$ cat config.mk
export PLATFORM = sky130hd
export DESIGN_NAME = logic_unit_pipe_flat
export DESIGN_NICKNAME = d
export VERILOG_FILES = /design/src/rtl/logic_unit_if.sv /design/src/rtl/logic_unit_pipe.sv /design/src/flat_wrapper.sv
export SDC_FILE = /design/constraint.sdc
export NUM_CORES = 1
export LEC_CHECK = 0
export BUFFER_PORTS_ARGS = -buffer_cell sky130_fd_sc_hd__clkbuf_2
export CAP_MARGIN = 20
export CORE_AREA = 5 5 67 69
export DETAILED_ROUTE_END_ITERATION = 10
export DIE_AREA = 0 0 72 74
export PLACE_DENSITY_LB_ADDON = 0.2
export RECOVER_POWER = 25
export SYNTH_ARGS = -nofsm -noshare
export SYNTH_HDL_FRONTEND = slang
export SYNTH_SLANG_ARGS = --single-unit
$ cat constraint.sdc
create_clock -name clk -period 1.95 [get_ports clk]
set_input_delay 0.4875 -clock clk [delete_from_list [all_inputs] [get_ports clk]]
set_output_delay 0.4875 -clock clk [all_outputs]
set_load 0.01 [all_outputs]
$ cat src/rtl/logic_unit_if.sv
// rtl/logic_unit_if.sv - operand/result handshake bundle for the pipelined logic unit
interface logic_unit_if #(
  parameter int DATA_WIDTH = 8
);
  logic                  in_valid;
  logic                  in_ready;
  logic [2:0]            op;
  logic [DATA_WIDTH-1:0] a;
  logic [DATA_WIDTH-1:0] b;
  logic                  out_valid;
  logic                  out_ready;
  logic [DATA_WIDTH-1:0] y;
  logic                  zero;
  logic                  parity;

  modport master (
    output in_valid, op, a, b, out_ready,
    input  in_ready, out_valid, y, zero, parity
  );

  modport slave (
    input  in_valid, op, a, b, out_ready,
    output in_ready, out_valid, y, zero, parity
  );
endinterface

$ cat src/rtl/logic_unit_pipe.sv
// rtl/logic_unit_pipe.sv - registered bitwise logic stage with valid/ready and optional skid entry
module logic_unit_pipe #(
  parameter int DATA_WIDTH = 8,
  parameter bit SKID       = 1'b1
) (
  input  logic           clk,
  input  logic           rst,
  logic_unit_if.slave    bus
);

  typedef enum logic [1:0] {
    S_EMPTY = 2'd0,
    S_ONE   = 2'd1,
    S_TWO   = 2'd2
  } state_t;

  state_t                r_state;
  state_t                w_next;
  logic                  r_in_ready;
  logic                  w_in_ready;
  logic                  w_accept;
  logic                  w_drain;
  logic                  w_load_main;
  logic                  w_main_from_skid;
  logic                  w_load_skid;
  logic [DATA_WIDTH-1:0] w_result;
  logic                  w_zero;
  logic                  w_parity;
  logic [DATA_WIDTH-1:0] r_main_y;
  logic                  r_main_zero;
  logic                  r_main_parity;
  logic [DATA_WIDTH-1:0] r_skid_y;
  logic                  r_skid_zero;
  logic                  r_skid_parity;

  always_comb begin
    w_result = '0;
    case (bus.op)
      3'b000:  w_result = ~bus.a;
      3'b001:  w_result = bus.a & bus.b;
      3'b010:  w_result = bus.a | bus.b;
      3'b011:  w_result = bus.a ^ bus.b;
      3'b100:  w_result = ~(bus.a & bus.b);
      3'b101:  w_result = ~(bus.a | bus.b);
      3'b110:  w_result = ~(bus.a ^ bus.b);
      default: w_result = bus.a;
    endcase
  end

  assign w_zero   = (w_result == '0);
  assign w_parity = ^w_result;

  // Without the skid entry the stage can only accept when its one slot frees this cycle.
  assign w_in_ready = SKID ? r_in_ready : ((r_state == S_EMPTY) | bus.out_ready);
  assign w_accept   = bus.in_valid & w_in_ready;
  assign w_drain    = (r_state != S_EMPTY) & bus.out_ready;

  always_ff @(posedge clk or posedge rst) begin
    if (rst) begin
      r_state    <= S_EMPTY;
      r_in_ready <= 1'b1;
    end else begin
      r_state    <= w_next;
      r_in_ready <= (w_next != S_TWO);
    end
  end

  always_comb begin
    w_next = r_state;
    case (r_state)
      S_EMPTY: begin
        if (w_accept) w_next = S_ONE;
      end
      S_ONE: begin
        if (w_accept && !w_drain && SKID) w_next = S_TWO;
        else if (w_drain && !w_accept)    w_next = S_EMPTY;
      end
      S_TWO: begin
        if (w_drain) w_next = S_ONE;
      end
      default: w_next = S_EMPTY;
    endcase
  end

  always_comb begin
    w_load_main      = 1'b0;
    w_main_from_skid = 1'b0;
    w_load_skid      = 1'b0;
    case (r_state)
      S_EMPTY: w_load_main = w_accept;
      S_ONE: begin
        w_load_main = w_accept & w_drain;
        w_load_skid = w_accept & ~w_drain;
      end
      S_TWO: begin
        w_load_main      = w_drain;
        w_main_from_skid = 1'b1;
      end
      default: ;
    endcase
  end

  // Flags travel with the result so they always match the y being presented.
  always_ff @(posedge clk or posedge rst) begin
    if (rst) begin
      r_main_y      <= '0;
      r_main_zero   <= 1'b0;
      r_main_parity <= 1'b0;
    end else if (w_load_main) begin
      if (w_main_from_skid) begin
        r_main_y      <= r_skid_y;
        r_main_zero   <= r_skid_zero;
        r_main_parity <= r_skid_parity;
      end else begin
        r_main_y      <= w_result;
        r_main_zero   <= w_zero;
        r_main_parity <= w_parity;
      end
    end
  end

  always_ff @(posedge clk or posedge rst) begin
    if (rst) begin
      r_skid_y      <= '0;
      r_skid_zero   <= 1'b0;
      r_skid_parity <= 1'b0;
    end else if (w_load_skid) begin
      r_skid_y      <= w_result;
      r_skid_zero   <= w_zero;
      r_skid_parity <= w_parity;
    end
  end

  assign bus.in_ready  = w_in_ready;
  assign bus.out_valid = (r_state != S_EMPTY);
  assign bus.y         = r_main_y;
  assign bus.zero      = r_main_zero;
  assign bus.parity    = r_main_parity;

endmodule

$ cat src/flat_wrapper.sv
// flat-port wrapper written by rule: the top's interface ports become plain ports
module logic_unit_pipe_flat 
#(
  parameter int DATA_WIDTH = 8,
  parameter bit SKID       = 1'b1
)
  (clk, rst, bus_in_valid, bus_op, bus_a, bus_b, bus_out_ready, bus_in_ready, bus_out_valid, bus_y, bus_zero, bus_parity);
  logic_unit_if #(.DATA_WIDTH(DATA_WIDTH)) bus_i ();
  input  logic clk;
  input  logic rst;
  input wire logic [$bits(bus_i.in_valid)-1:0] bus_in_valid;
  input wire logic [$bits(bus_i.op)-1:0] bus_op;
  input wire logic [$bits(bus_i.a)-1:0] bus_a;
  input wire logic [$bits(bus_i.b)-1:0] bus_b;
  input wire logic [$bits(bus_i.out_ready)-1:0] bus_out_ready;
  output wire logic [$bits(bus_i.in_ready)-1:0] bus_in_ready;
  output wire logic [$bits(bus_i.out_valid)-1:0] bus_out_valid;
  output wire logic [$bits(bus_i.y)-1:0] bus_y;
  output wire logic [$bits(bus_i.zero)-1:0] bus_zero;
  output wire logic [$bits(bus_i.parity)-1:0] bus_parity;
  assign bus_i.in_valid = bus_in_valid;
  assign bus_i.op = bus_op;
  assign bus_i.a = bus_a;
  assign bus_i.b = bus_b;
  assign bus_i.out_ready = bus_out_ready;
  assign bus_in_ready = bus_i.in_ready;
  assign bus_out_valid = bus_i.out_valid;
  assign bus_y = bus_i.y;
  assign bus_zero = bus_i.zero;
  assign bus_parity = bus_i.parity;
  logic_unit_pipe #(.DATA_WIDTH(DATA_WIDTH), .SKID(SKID)) u_core (.clk(clk), .rst(rst), .bus(bus_i));
endmodule
==> flow_metrics.tcl <==
set metrics [dict create \
    dp_cells 347 \
    worstPathMaxFanout 3 \
    dp_slack_ns -0.628 \
    hp-class "reg -> reg" \
    grt_pass1_vias 1910 \
    fin_crit_ns 2.22 \
    combPwrFrac 0.521 \
    swShare 0.368 \
    die_w_um 72 \
    first_iter_violations 155 \
    slew_viol_final 0 \
    critical_path.n_buffers_inverters 3 \
    rsz0062_at_grt "true" \
    synth_warnings 0 \
    synth_top_cell_by_area "dfrtp_1" \
    slew_headroom 0.193 \
    finalCoreUtilization 0.771 \
    num_rows 23 \
    num_vias 1919 \
    synth-seq-cells 23 \
    setup_ws_ns -0.269 \
    start_util 0.536 \
    violations "setup timing" \
    cp-start-kind "primary input" \
    tns_ns -0.512 \
    viasPerCell 5.36 \
    end_kind "flip-flop" \
    clock-skew-final_ns 0.00478 \
    crit_required_ns 2.11 \
    syn_nets 276 \
    overflow 0 \
    clk_pin_slew_worst_paths_ns 0.08 \
    max_cap_viol_count 0 \
    cts_buffers 3 \
    critPathMaxStageDelay_ns 0.37 \
    h-tree-depth 1 \
    cp.arrival_ns 2.38 \
    design_area_um2 2970 \
    p_clk_frac 0.126 \
    async_reset_ff_frac 1.00 \
    final_cells 358 \
    ctsHoldBuffers 0 \
    synthesis.area_um2 2070 \
    grt_max_degree 24 \
    grt_antenna_before_repair 0 \
    crit_chain "clkbuf_2 > inv_1 > ha_4 > or3_1 > o2111ai_1 > nand2_1 > inv_2 > ha_4 > xor2_2 > xnor2_2 > mux2_4" \
    slowest_stage "or3_1" \
    hold_viol_final 0 \
    p_seq_frac 0.352 \
    grt_first_pass_wirelength_um 8270 \
    clk_latency_ns 0.26 \
    totalPowerFinal_mw 2.33 \
    detail_route.wl_per_cell_um 14.3 \
    syn_avg_cell_area_um2 8.87 \
    dpl_cell_area_um2 2660 \
    p_leak_nw 1.40 \
    fin_hold_ws_ns 0.469 \
    ys_types 37 \
    io_buffers 34 \
    status "finished with violations" \
    synth_top_area_share 0.266 \
    most-common-layout-cells "49 x buf_4, 28 x clkbuf_2, 22 x dfrtp_1, 20 x nand2_1, 17 x a21oi_1" \
    clock_sink_count 23 \
    p_switching_mw 0.859 \
    drc 0 \
    diodes 0 \
    ys_seq_area_frac 0.279 \
    yosys-top-cells-area "dfrtp_1 27%, ha_1 12%, mux4_2 6.5%" \
    hpwl_um 3630 \
    design.die.area_um2 5330 \
    die_y_um 74 \
    core_um2 3860 \
    peakVddDrop_mv 0.652 \
    dr.pass1.iters 4 \
    gp_congestion 0.813 \
    p_int_mw 1.47 \
    clk_path_buf_depth 2 \
    cp_top_family "simple AND/OR/NAND/NOR gates" \
    cts_root_buf "clkbuf_8" \
    nets 352 \
    max_freq_ghz 0.451 \
    drt_wl_total_um 5110 \
    grtUsageTotal 0.192 \
    drive_above_1_share 0.477 \
    setup_violations 2 \
    antenna_left 0 \
    ioPinCount 35 \
    synth_cells 233 \
    synthFlopType "dfrtp_1" \
    layout_commonest_cell "buf_4" \
    path_common_cell "ha_4" \
    worstMarginPinSlew_ns 1.21 \
    power_density_nw_per_um2 785 \
    cts_tree "done" \
    synth_edf_count 0 \
    fin_crit_sh 1.14 \
    area_growth_pct 43.8 \
    crit_type "in -> reg" \
]
==> tightest hold or removal path: cells and delay by family, from the launching register on <==
family        cells  cell delay (ns)
flops             1             0.35
simple gates      2             0.10
==> sequential cells by signal (all words and copies together) (netlist names) <==
| name | flops |
|---|---|
| u_core.bus.y | 8 |
| u_core.r_skid_y | 8 |
| u_core.r_state | 2 |
| u_core.bus.in_ready | 1 |
| u_core.bus.parity | 1 |
| u_core.bus.zero | 1 |
| u_core.r_skid_parity | 1 |
| u_core.r_skid_zero | 1 |
==> cells by family (layout without fill, tap and decap cells) <==
logic type,after synthesis,in the layout,share of synthesized area
DFF,23,23,0.279
adders and majority gates,20,20,0.121
AOI/OAI and AO/OA,61,61,0.186
and+or+nand+nor,59,59,0.143
xor gates and xnor gates,3,3,0.0127
buffers and inverters,42,117,0.0950
muxes,25,25,0.162
==> per-layer routing <==
layer | vias to the layer above | share of wire | track usage
met5 | - | 0 | 0
met4 | 0 | 0.010 | 0.0251
met3 | 6 | 0.049 | 0.0297
met2 | 53 | 0.53 | 0.345
met1 | 886 | 0.42 | 0.253
li1 | 974 | - | -
==> final cells by class <==
type / count / area [µm²]
sequential: 23 / 577
inverter: 27 / 126
clock inverter: 1 / 5.00
multi-input combinational: 168 / 1530
fill: 285 / 885
clock buffer: 3 / 41.3
tap: 50 / 62.6
timing repair buffer: 86 / 628
==> synth_stat cells (2+ instances only) <==
cell type and count:
nand2_1 21, mux4_2 6, o2111ai_1 4, mux2_2 8
inv_1 27, dfrtp_1 22, o211ai_1 5, buf_2 7
nand3_1 5, mux2i_1 11, clkbuf_1 4, nor2_1 10
a21oi_1 22, ha_1 20, buf_6 4, nand3b_1 4
and2_1 5, or3_1 4, a211oi_1 5, xnor2_1 2
o21ai_0 17, nand2b_1 2, a221o_1 4
==> final timing paths <==
path                            depth (start not counted)                               end  slack [ns]                          start
worst min-delay path                                    2       u_core.bus.y[1]$_DFFE_PP0P_        0.47    u_core.bus.y[1]$_DFFE_PP0P_
worst max register to register                          6       u_core.bus.y[0]$_DFFE_PP0P_        0.18  u_core.bus.in_ready$_DFF_PP1_
worst max-delay path                                   11  u_core.r_skid_parity$_DFFE_PP0P_       -0.27                       bus_b[4]
min in group asynchronous                               3       u_core.bus.y[4]$_DFFE_PP0P_        0.58                            rst
worst min register to register                          2       u_core.bus.y[1]$_DFFE_PP0P_        0.47    u_core.bus.y[1]$_DFFE_PP0P_
max in group asynchronous                               3    u_core.r_skid_y[0]$_DFFE_PP0P_        0.65                            rst
==> power groups by stage <==
| stage | combinational [mW] | clock (mW) | sequential, mW |
|---|---|---|---|
| after floorplan | 0.672 | 0 | 0.832 |
| after global placement | 1.01 | 0 | 0.818 |
| after detailed placement | 1.04 | 0 | 0.828 |
| after CTS | 1.09 | 0.301 | 0.820 |
| after global routing | 1.35 | 0.321 | 0.853 |
| final | 1.22 | 0.295 | 0.822 |
==> repair_timing <==
action | CTS | global route
gates resized for setup | 14 | 36
buffers inserted | 4 | 3
pin swaps | 9 | 19
cloned | 0 | 0
setup endpoints to repair | 3 | 4
Note: power is estimated with default switching activity, not from simulation.
